--- src/rtl/ucode_sequencer.sv ---
// Step counter and instruction register feeding the microcoded decoder.
// Handles CB-prefix mode, HALT entry/wake and interrupt-dispatch injection.
module ucode_sequencer #(
    parameter int          STEP_W       = 3,
    parameter logic [7:0]  RESET_OPCODE = 8'h00,
    parameter logic [7:0]  INT_OPCODE   = 8'hD3,
    parameter logic [7:0]  CB_PREFIX    = 8'hCB
) (
    input  logic              clk,
    input  logic              rst,
    input  logic              ce,
    input  logic [7:0]        db_in,
    input  logic              done,
    input  logic              is_cond,
    input  logic [STEP_W-1:0] next_cond,
    input  logic              halt,
    input  logic [3:0]        flags,
    input  logic              irq_pending,
    input  logic              ime,
    output logic [7:0]        opcode,
    output logic [STEP_W-1:0] step,
    output logic              cb_mode,
    output logic              int_dispatch,
    output logic              int_ack,
    output logic              halted,
    output logic              cc_true,
    output logic              step_err
);

    typedef enum logic {
        S_RUN,
        S_HALT
    } state_t;

    state_t state;

    // N and H never participate in a branch condition.
    logic flags_unused;
    assign flags_unused = ^flags[2:1];

    always_comb begin
        cc_true = 1'b0;
        case (opcode[4:3])
            2'd0: cc_true = ~flags[3];
            2'd1: cc_true =  flags[3];
            2'd2: cc_true = ~flags[0];
            2'd3: cc_true =  flags[0];
            default: cc_true = 1'b0;
        endcase
    end

    always_ff @(posedge clk or posedge rst) begin
        if (rst) begin
            state        <= S_RUN;
            opcode       <= RESET_OPCODE;
            step         <= '0;
            cb_mode      <= 1'b0;
            int_dispatch <= 1'b0;
            int_ack      <= 1'b0;
            halted       <= 1'b0;
            step_err     <= 1'b0;
        end else begin
            int_ack <= 1'b0;
            if (ce) begin
                case (state)
                    S_RUN: begin
                        if (done) begin
                            step <= '0;
                            if (halt) begin
                                state  <= S_HALT;
                                halted <= 1'b1;
                            end else if (opcode == CB_PREFIX && !cb_mode) begin
                                // Second byte of a CB instruction: no interrupt between the two.
                                opcode  <= db_in;
                                cb_mode <= 1'b1;
                            end else if (irq_pending && ime) begin
                                opcode       <= INT_OPCODE;
                                int_dispatch <= 1'b1;
                                cb_mode      <= 1'b0;
                                int_ack      <= 1'b1;
                            end else begin
                                opcode       <= db_in;
                                cb_mode      <= 1'b0;
                                int_dispatch <= 1'b0;
                            end
                        end else if (is_cond && !cc_true) begin
                            step <= next_cond;
                        end else begin
                            step <= step + 1'b1;
                            if (step == '1)
                                step_err <= 1'b1;
                        end
                    end
                    S_HALT: begin
                        step <= '0;
                        if (irq_pending) begin
                            state   <= S_RUN;
                            halted  <= 1'b0;
                            cb_mode <= 1'b0;
                            if (ime) begin
                                opcode       <= INT_OPCODE;
                                int_dispatch <= 1'b1;
                                int_ack      <= 1'b1;
                            end else begin
                                opcode       <= RESET_OPCODE;
                                int_dispatch <= 1'b0;
                            end
                        end
                    end
                    default: state <= S_RUN;
                endcase
            end
        end
    end

endmodule
--- config.mk ---
export PLATFORM = sky130hd
export DESIGN_NAME = ucode_sequencer
export DESIGN_NICKNAME = d
export VERILOG_FILES = /design/src/rtl/ucode_sequencer.sv
export SDC_FILE = /design/constraint.sdc
export NUM_CORES = 1
export LEC_CHECK = 0
export CORE_ASPECT_RATIO = 0.8
export CORE_UTILIZATION = 43
export CTS_CLUSTER_DIAMETER = 120
export DETAILED_ROUTE_END_ITERATION = 12
export PLACE_DENSITY = 0.9
export REMOVE_ABC_BUFFERS = 1
export SLEW_MARGIN = 10
export SYNTH_ARGS = -nofsm -noshare
export SYNTH_HDL_FRONTEND = slang
export SYNTH_SLANG_ARGS = --single-unit
export TNS_END_PERCENT = 5
--- constraint.sdc ---
create_clock -name clk -period 2.83 [get_ports clk]
set_clock_uncertainty 0.05 [all_clocks]
set_input_delay 0.566 -clock clk [delete_from_list [all_inputs] [get_ports clk]]
set_output_delay 0.566 -clock clk [all_outputs]
set_load 0.1 [all_outputs]
==> Yosys cells after proc, flatten, opt, wreduce, memory -nomap -nowiden <==
Index checks and enable logic that the tools add are counted.
{ "word_totals": {"out_inout_bits": 17, "mem_bits_rw": 0, "latchBits": 0, "in_bits": 23, "mem_bits_ro": 0, "regBits": 17, "n_memories": 0} }
{ "classes": {"magnitude_cmp": 0, "n_reduce_logical": 10, "shifts": 0, "n_addsub": 1, "mul": 0, "bitwise": 5, "eq_ne": 10, "muxes": 36, "div_mod_pow": 0} }
{ "op_table": {"columns": ["operator", "n"], "rows": [
  ["$mux 8", 6],
  ["$mux 1", 20],
  ["$pmux 8 s2", 1],
  ["$ne 2x2->1 const B", 5],
  ["$pmux 1 s2", 5],
  ["$reduce_and 5->1", 2],
  ["$eq 8x8->1 const B", 1],
  ["$reduce_and 4->1", 2],
  ["$mux 3", 2],
  ["$pmux 3 s2", 1],
  ["$not 1->1", 5],
  ["$eq 2x2->1 const B", 2],
  ["$pmux 1 s4", 1],
  ["$add 3x1->3 const B", 1],
  ["$eq 3x3->1 const B", 1],
  ["$logic_and 1x1->1", 3],
  ["$eq 2x1->1 const B", 1],
  ["$logic_not 1->1", 2],
  ["$logic_not 2->1", 1]
]} }

==> Depth between registers and ports, before layout <==
{ "depth": {"word_depth": 7, "depth_mapped": 6, "ltp_nobuf": 4} }

==> Worst setup path after synthesis <==
No wires, ideal clock.
{ "synth_path": {"path_kind": "flip-flop to output port", "from": "register opcode[4]", "to": "output cc_true", "t_required_ns": 2.214, "stages_incl_launch_ff": 3, "path_buffers": 0, "setup_slack_ns": -0.632, "arrival_ns": 2.846, "cell_sequence": "dfrtp_1 -> mux2i_1 -> xor2_1"} }
{ "synth_via": {"elab_chain_cells": 2, "word_cells_on_any_way": 5} }
{ "synth_rtl": {"columns": ["item", "line_no", "source"], "rows": [
  ["start, declared", "20", "output logic [7:0] opcode,"],
  ["start signal, assigned", "74", "opcode <= db_in;"],
  ["start signal, assigned", "82", "opcode <= db_in;"],
  ["$eq 2x2->1, or another cell as far along", "43", "case (opcode[4:3])"],
  ["$pmux 1 s4 *", "43", null],
  ["end, declared", "26", "output logic cc_true,"]
]} }
Mark *: on every way between the ends. The rest lies on a longest branch, timed or not.

==> Final worst setup path <==
{ "layout_path": {"from": "input flags[3]", "to": "output cc_true"} }
{ "layout_via": {"elab_chain_cells": 2} }
{ "layout_rtl": {"columns": ["item", "line_no", "source"], "rows": [
  ["start, declared", "17", "input logic [3:0] flags,"],
  ["$not 1->1", "44", "2'd0: cc_true = ~flags[3];"],
  ["$pmux 1 s4 *", "43", null]
]} }
Marked as above.

==> impl_metrics.yaml <==
run_status:
  status: "finished, final reports clean"
clocking:
  clk_latency_ns: 0.29
  cts_resized: 0
  clock_tree.buffer_depth: 2
  cts.clk_slew.worst_paths_ns: 0.10
  ctsHoldBuffers: 0
  htreeDepth: 1
  cts_tree: "yes"
  cts_made_buffers: 3
  post_cts_buffers: 0
  clkSinkCount: 17
  cts-root-buf: "clkbuf_4"
global_routing:
  grt_pass1_wl_mm: 3.312
  gr-total-overflow: 0
  grt_use_total_pct: 21.38
  grt_pass1_vias: 769
  antenna_found_initial: 0
  grt_max_degree: 18
sta:
  slew_violations: 0
  grt_setup_unrepaired: "false"
  period_share_pct: 82.65
  timing.fmax_ghz: 0.4276
  setup_violations: 0
  tns_ns: 0
  tightest_slew_ns: 0.6245
  min_period_ns: 2.339
  relSlewSlack_pct: 58.32
  hold_viol: 0
floorplanning:
  rows: 14
  io_pins: 40
  die_h_um: 41.90
  start_util_pct: 45.66
  dieWidth_um: 51.88
  die-area_um2: 2174
  core_area_um2: 1874
critical_path:
  cp_max_fo: 2
  worst-r2r-setup-slack_ns: 1.03
  crit_type: "in -> out"
  worst_ep_required_time_ns: 2.21
  r2r_cells: 4
  timing.rr.start: "opcode[4]"
  cp.arrival_ns: 1.72
  cp_slowest_cell: "clkdlybuf4s50_1"
  r2r_end: "step[1]"
  start_kind: "input pin"
  crit_path_end_kind: "output pin"
  path_cells: "clkdlybuf4s50_1 -> mux2i_1 -> xor2_1 -> buf_12"
  crit_path_max_incr_delay_ns: 0.41
  crit_path_start: "flags[3]"
  crit_end: "cc_true"
yosys:
  ys_top_cells_by_area: "dfrtp_1 (50%), inv_1 (5.3%), o311ai_0 (5.1%), mux2i_1 (4.7%), nand2_1 (4.4%)"
  synthesis.area_um2: 855.8
  synth_warnings: 0
  yosysTopAreaCellShare_pct: 49.71
  ys_types: 28
  synth_area_per_cell_um2: 10.57
  ys_seq_elements: 17
  synthCells: 81
  yosysTopAreaCell: "dfrtp_1"
  ys_seq_area_share_pct: 49.71
final_layout:
  layout-drive-gt1-share_pct: 21.85
  diodes: 0
  final_common_cell: "clkdlybuf4s50_1"
  stdcell_area_um2: 1237
  final_cell_mix: "clkdlybuf4s50_1 (20), dfrtp_1 (17), buf_4 (16), inv_1 (12), nand2_1 (10)"
  area_growth_pct: 44.59
  final_nets: 145
drt:
  drtAntennaViolNets: 0
  drt-total-wl_mm: 2.094
  drc: 0
  vias_per_cell: 5.524
  vias: 790
  drt_iter0_drc: 13
  wl_per_cell_um: 14.64
  first_pass_iters: 4
run:
  drv_cap: 0
hold_path:
  hp-class: "reg -> reg"
power_and_ir_drop:
  leakagePower_nw: 0.5978
  irDropWorstVdd_mv: 0.8968
  p_per_area_nw_per_um2: 1106
placement:
  dp_hpwl_mm: 1.631
  finalWeightedCongestion: 0.7514
  port_buffers: 37
  placed_area_um2: 1210
[cells by family (layout without fill, tap and decap cells)]
group,count (synthesis),after routing,synth area share [%]
buffers and inverters,15,53,7.163
adder cells (fa/ha/maj),2,2,2.924
XOR/XNOR,1,1,1.024
flip-flops,17,17,49.71
multiplexers,5,5,6.286
AND/OR/NAND/NOR,19,19,13.31
AO/OA/AOI/OAI,22,22,19.59
[power by group]
group / switching, mW / internal [mW] / total (mW)
Combinational: 0.640 / 0.207 / 0.846
Sequential: 0.0820 / 0.309 / 0.391
Clock: 0.0785 / 0.0527 / 0.131
[critical path: cells and delay by family]
kind,cells,cell delay [ns]
buffers and inverters,2,0.62
muxes,1,0.27
xor gates and xnor gates,1,0.27
[per-layer routing]
metal | routed length (µm) | track usage [%] | part of all wire, % | vias to the layer above
met5 | 0 | 0 | 0 | -
met4 | 34 | 8.108 | 1.6 | 0
met3 | 86 | 3.297 | 4.1 | 7
met2 | 1107 | 40.26 | 53 | 32
met1 | 866 | 23.32 | 41 | 375
li1 | - | - | - | 376
[registers in the layout, summed over array words and instances (netlist names)]
| register | flops |
|---|---|
| step_err | 1 |
| int_dispatch | 1 |
| int_ack | 1 |
| halted | 1 |
| cb_mode | 1 |
| opcode | 8 |
| step | 3 |
| state | 1 |
[cells in the mapped netlist]
cell	n
dfrtp_1	17
inv_1	12
nand2_1	10
o311ai_0	5
mux2i_1	4
o22ai_1	4
a22o_1	3
a31oi_1	3
ha_1	2
nand3_1	2
o21ai_0	2
a21bo_2	1
a21oi_1	1
a41oi_1	1
and2_1	1
and3_1	1
buf_2	1
buf_4	1
clkbuf_1	1
mux2i_2	1
nand4_1	1
nand4bb_1	1
nor2_1	1
nor4b_4	1
o211ai_2	1
o21bai_1	1
or2b_2	1
xor2_1	1
[worst min-delay path by stage]
stage,start,to,slack [ns],depth (start not counted)
after global routing,int_dispatch,int_dispatch,0.50,1
after global placement,step_err,step_err,0.42,1
after CTS,step_err,step_err,0.46,1
after detailed placement,step_err,step_err,0.44,1
after floorplan,rst,cb_mode,0.44,1
final,step_err,step_err,0.46,1
[layout make-up]
class	count	area, µm²
multi-input cells	49	369.1
well taps	24	30.03
flip-flops and latches	17	425.4
repair buffers	37	340.3
clock inverters	1	5.005
inverters	12	45.04
clock buffers	3	22.52
fillers	148	636.9
[metrics by stage]
stage | hold slack (ns) | setup WS (ns) | total power, mW | utilization, % | instances
floorplan | 0.4421 | -0.6316 | 1.023 | - | 78
global placement | 0.4186 | 0.5039 | 1.221 | 64.55 | 139
detailed placement | 0.4394 | 0.3650 | 1.244 | 64.55 | 139
CTS | 0.4649 | 0.4787 | 1.374 | 66.02 | 143
global route | 0.5000 | 0.4433 | 1.423 | 66.02 | 143
finish | 0.4635 | 0.4911 | 1.369 | 66.02 | 143
(Power assumes the default switching activity.)
